**src/rtl/arb_mux_nto1.sv**
```systemverilog
// arb_mux_nto1 -- N-to-1 multiplexer with request arbitration and a registered
// output stage (one beat of buffering, valid/ready on both sides).
//
// Build option:
//   ARB_MUX_RR_EN  defined   -> arbitrate mode uses round-robin starting at rr_ptr
//   ARB_MUX_RR_EN  undefined -> arbitrate mode uses fixed priority (lowest index wins)
//
// Parameters:
//   WIDTH   data width per channel
//   NUM_CH  channel count (2..16); SEL_W = clog2(NUM_CH) is derived, not overridable
//
// Ports:
//   clk        rising-edge clock
//   rst_n      asynchronous active-low reset
//   in_data    packed channel data, channel i at [i*WIDTH +: WIDTH]
//   in_valid   per-channel request
//   in_ready   per-channel accept (combinational, at most one bit high)
//   sel_mode   0 = arbitrate, 1 = direct select of channel ctr
//   ctr        channel index used in direct mode
//   out_data   registered data of the selected channel
//   out_ch     registered source channel index of out_data
//   out_valid  out_data/out_ch hold a beat
//   out_ready  downstream accept

module arb_mux_nto1 #(
    parameter int WIDTH  = 32,
    parameter int NUM_CH = 4,
    localparam int SEL_W = (NUM_CH > 1) ? $clog2(NUM_CH) : 1
) (
    input  logic                    clk,
    input  logic                    rst_n,
    input  logic [NUM_CH*WIDTH-1:0] in_data,
    input  logic [NUM_CH-1:0]       in_valid,
    output logic [NUM_CH-1:0]       in_ready,
    input  logic                    sel_mode,
    input  logic [SEL_W-1:0]        ctr,
    output logic [WIDTH-1:0]        out_data,
    output logic [SEL_W-1:0]        out_ch,
    output logic                    out_valid,
    input  logic                    out_ready
);

    logic             load_en;
    logic             fire;

    logic             direct_valid;
    logic [SEL_W-1:0] direct_idx;
    logic             arb_valid;
    logic [SEL_W-1:0] arb_idx;

    logic             grant_valid;
    logic [SEL_W-1:0] grant_idx;
    logic [WIDTH-1:0] sel_data;

    // The output register can take a new beat when it is empty or being drained.
    assign load_en = !out_valid || out_ready;
    assign fire    = load_en && grant_valid;

    // Direct mode: compare ctr against each legal index instead of indexing
    // in_valid with ctr, so an out-of-range ctr simply matches nothing.
    always_comb begin
        direct_valid = 1'b0;
        direct_idx   = '0;
        for (int i = 0; i < NUM_CH; i++) begin
            if (int'(ctr) == i && in_valid[i]) begin
                direct_valid = 1'b1;
                direct_idx   = SEL_W'(i);
            end
        end
    end

`ifdef ARB_MUX_RR_EN
    logic [SEL_W-1:0] rr_ptr;
    logic [SEL_W-1:0] rr_ptr_next;

    // Round-robin: walk upward from rr_ptr with wrap, first valid request wins.
    always_comb begin
        int idx;
        arb_valid = 1'b0;
        arb_idx   = '0;
        idx       = 0;
        for (int k = 0; k < NUM_CH; k++) begin
            idx = int'(rr_ptr) + k;
            if (idx >= NUM_CH) begin
                idx = idx - NUM_CH;
            end
            if (!arb_valid && in_valid[idx]) begin
                arb_valid = 1'b1;
                arb_idx   = SEL_W'(idx);
            end
        end
    end

    // Pointer moves one past the granted channel, wrapping at NUM_CH-1.
    always_comb begin
        if (grant_idx == SEL_W'(NUM_CH - 1)) begin
            rr_ptr_next = '0;
        end else begin
            rr_ptr_next = grant_idx + SEL_W'(1);
        end
    end

    // Only arbitrated handshakes advance the pointer; direct transfers leave it alone.
    always_ff @(posedge clk or negedge rst_n) begin
        if (!rst_n) begin
            rr_ptr <= '0;
        end else if (fire && !sel_mode) begin
            rr_ptr <= rr_ptr_next;
        end
    end
`else
    // Fixed priority: scan from the top down so the lowest valid index is the
    // last assignment and therefore wins.
    always_comb begin
        arb_valid = 1'b0;
        arb_idx   = '0;
        for (int i = NUM_CH - 1; i >= 0; i--) begin
            if (in_valid[i]) begin
                arb_valid = 1'b1;
                arb_idx   = SEL_W'(i);
            end
        end
    end
`endif

    always_comb begin
        if (sel_mode) begin
            grant_valid = direct_valid;
            grant_idx   = direct_idx;
        end else begin
            grant_valid = arb_valid;
            grant_idx   = arb_idx;
        end
    end

    always_comb begin
        sel_data = in_data[int'(grant_idx)*WIDTH +: WIDTH];
    end

    // rst_n is folded in so no channel sees an accept while reset is held.
    always_comb begin
        in_ready = '0;
        if (rst_n && fire) begin
            in_ready[grant_idx] = 1'b1;
        end
    end

    // With no grant while the register could load, the beat is retired but
    // data and channel are left as they were.
    always_ff @(posedge clk or negedge rst_n) begin
        if (!rst_n) begin
            out_valid <= 1'b0;
            out_data  <= '0;
            out_ch    <= '0;
        end else if (load_en) begin
            if (grant_valid) begin
                out_valid <= 1'b1;
                out_data  <= sel_data;
                out_ch    <= grant_idx;
            end else begin
                out_valid <= 1'b0;
            end
        end
    end

endmodule

```
**config.mk**
```make
export PLATFORM = sky130hd
export DESIGN_NAME = arb_mux_nto1
export DESIGN_NICKNAME = d
export VERILOG_FILES = /design/src/rtl/arb_mux_nto1.sv
export SDC_FILE = /design/constraint.sdc
export NUM_CORES = 1
export LEC_CHECK = 0
export CORE_MARGIN = 10
export CORE_UTILIZATION = 31
export CTS_CLUSTER_DIAMETER = 100
export CTS_CLUSTER_SIZE = 20
export DETAILED_ROUTE_END_ITERATION = 7
export GPL_TIMING_DRIVEN = 1
export HOLD_SLACK_MARGIN = 0.1
export PLACE_DENSITY = 0.74
export SYNTH_ARGS = -nofsm -noshare
export SYNTH_HDL_FRONTEND = slang
export SYNTH_SLANG_ARGS = --single-unit
```
**constraint.sdc**
```tcl
create_clock -name clk -period 1.6 [get_ports clk]
set_input_delay 0.24 -clock clk [delete_from_list [all_inputs] [get_ports clk]]
set_output_delay 0.24 -clock clk [all_outputs]
set_load 0.02 [all_outputs]
```
==> reports/metrics.cfg <==
[run_status]
status = finished, violations left
violations = negative setup slack

[place]
dp_cells = 419
dpl_cell_area_um2 = 4410
hpwl_um = 7260
io_buffers = 176
gp_congestion = 0.769

[setup_path]
regToRegSetupSlack_ns = 0
cp_max_fo = 6
reg2reg_to = out_data[30]
worst_r2r_startpoint = out_valid
crit_arrival_ns = 2.05
start_kind = primary input
crit_type = in -> reg
worst-endpoint-required_ns = 1.77
timing.critical_path.from = in_valid[1]
endpoint_kind = register
worstRegToRegCells = 4

[clocking]
cts_buffer_depth = 2
tritoncts = done
h-tree-depth = 2
cts_buffers = 5
cts_root_buf = clkbuf_8
clk_pin_slew_ns = 0.07
clock_latency_ns = 0.28
cts_sinks = 35

[layout]
utilization_pct = 64.3
diodes = 0
design.final.nets = 476
synthToLayoutAreaGrowth_pct = 98.6
post-route-cell-area_um2 = 4740
fin_cells = 438
drive_above_1_share_pct = 37.5

[route]
drt-pass1-iter-count = 4
ant_nets = 0
drtIter0Drc = 48
viasPerCell = 4.79
via_count = 2097
routedWlPerCell_um = 20.6
drc = 0
wirelength_um = 9030

[floorplan]
core_um2 = 7370
die_h_um = 108
dieWidth_um = 108
die_area_um2 = 11600
ios = 177
initial_utilization_pct = 32.4
row_count = 31

[power]
p_sw_mw = 1.17
p_leak_nw = 1.90
ir_drop_uv = 358
power.internal_mw = 2.73
swShare_pct = 30.0
powerDensity_nw_per_um2 = 824
power_frac_clock_pct = 17.8
p_comb_share_pct = 50.8
p_seq_share_pct = 31.4

[logic_synthesis]
synth_ff_type = dfrtp_1
synth_compound_gate_area_share_pct = 1.99
synth.avg_cell_area_um2 = 17.5
ys_types = 23
synth_xor_area_share_pct = 0
netlist.area_leader.share_pct = 36.7
yosysSeqAreaShare_pct = 36.7
syn_inst = 136
yosysMostFrequentCell = dfrtp_1
synth.area.mux_share_pct = 53.8
syn_nets = 274
synth_top_family_by_area = multiplexers
synth_commonest_cells = dfrtp_1, mux2_4, mux4_2
synthAdderAreaFrac_pct = 0
synth_top_cell_by_area = dfrtp_1
synth_warnings = 0
syn_area_um2 = 2380
synth-seq-cells = 35
synth_simple_gate_area_share_pct = 2.57
synthTopCellsByArea = dfrtp_1, mux4_2, mux2_4
synth_edf_count = 0
synthArstFlopShare_pct = 100

[global_route]
grt_usage_pct = 15.3
antenna_found_initial = 0
grt_pass1_vias = 2518
grt_max_degree = 31
overflow = 0
grt_pass1_wl_um = 13600

[sta]
finalSetupViolations = 37
drv_slew = 0
fin_skew_ns = 0.00280
rsz0062_at_grt = true
fin_crit_sh_pct = 118
period_needed_ns = 1.88
tns_ns = -7.87
setup_ws_ns = -0.284
fmax_mhz = 531
tightest_slew_ns = 0.393
hold_viol = 0
max-slew-margin-rel_pct = 73.8

[worst_hold_path]
min_to = out_valid
hold_depth = 4
min_from = sel_mode
hold_path.class = in -> reg

[run]
drv_cap = 0

==> layer usage <==
layer  GRT usage [%]  vias to the layer above  part of all wire (%)
li1                -                      952                     -
met1            16.0                     1036                    36
met2            28.0                      101                    55
met3            5.75                        8                   8.0
met4            3.63                        0                   1.1
met5               0                        -                     0
==> metrics by stage <==
stage          setup slack (ns)  total power, mW  hold slack, ns
2_1_floorplan            -0.387             2.17         -0.0556
3_3_place_gp             -0.945             3.11           0.229
3_5_place_dp             -0.993             3.14           0.223
4_1_cts                  -0.281             3.95           0.329
5_1_grt                  -0.323             4.11           0.376
6_report                 -0.284             3.90           0.373
==> worst max path at each step <==
stage	end	slack, ns	depth (start not counted)
final	out_data[28]	-0.28	8
after global routing	out_data[28]	-0.32	8
after CTS	out_data[28]	-0.28	8
after detailed placement	out_data[4]	-0.99	7
after global placement	out_data[5]	-0.94	7
after floorplan	out_data[10]	-0.39	6
==> power groups by stage <==
stage / combinational, mW / sequential [mW] / clock, mW
after global routing: 2.09 / 1.26 / 0.771
final: 1.98 / 1.23 / 0.696
after CTS: 2.00 / 1.23 / 0.725
after global placement: 1.88 / 1.23 / 0
after detailed placement: 1.91 / 1.23 / 0
after floorplan: 0.674 / 1.49 / 0
==> layout make-up <==
class	instances	area, um^2
sequential	35	876
fill	563	2630
tap	99	124
multi-input combinational	88	1510
inverter	3	11.3
clock buffer	8	100
timing repair buffer	205	2120
==> state kept, by name, indices dropped and copies added (netlist names) <==
signal / flops
out_ch: 2
out_valid: 1
out_data: 32
==> what timing repair did <==
action	CTS	global route
cloned	2	0
hold buffers	1	0
resized for setup	80	8
buffers inserted	8	2
endpoints found under the hold margin	35	0
endpoints found under the setup margin	39	38
pin swaps	7	6
==> critical path: stages <==
cell	delay, ns
buf_8	0.10
or3_4	0.38
o22ai_4	0.20
buf_12	0.17
buf_6	0.11
buf_6	0.10
mux4_2	0.48
mux2_4	0.27
==> logic make-up after synthesis <==
kind of cell    Yosys count
compound gates            5
buf+inv                  13
mux                      72
flops                    35
simple gates             11
==> placed cells by master (no fill, tap or decap), types with 3 or more instances in the layout <==
master and n:
buf_12 6, buf_2 4, buf_4 10, buf_6 16, clkbuf_8 7, clkdlybuf4s50_1 162
dfrtp_1 35, inv_1 3, mux2_4 32, mux2i_1 3, mux4_2 32
(Power assumes the default switching activity.)
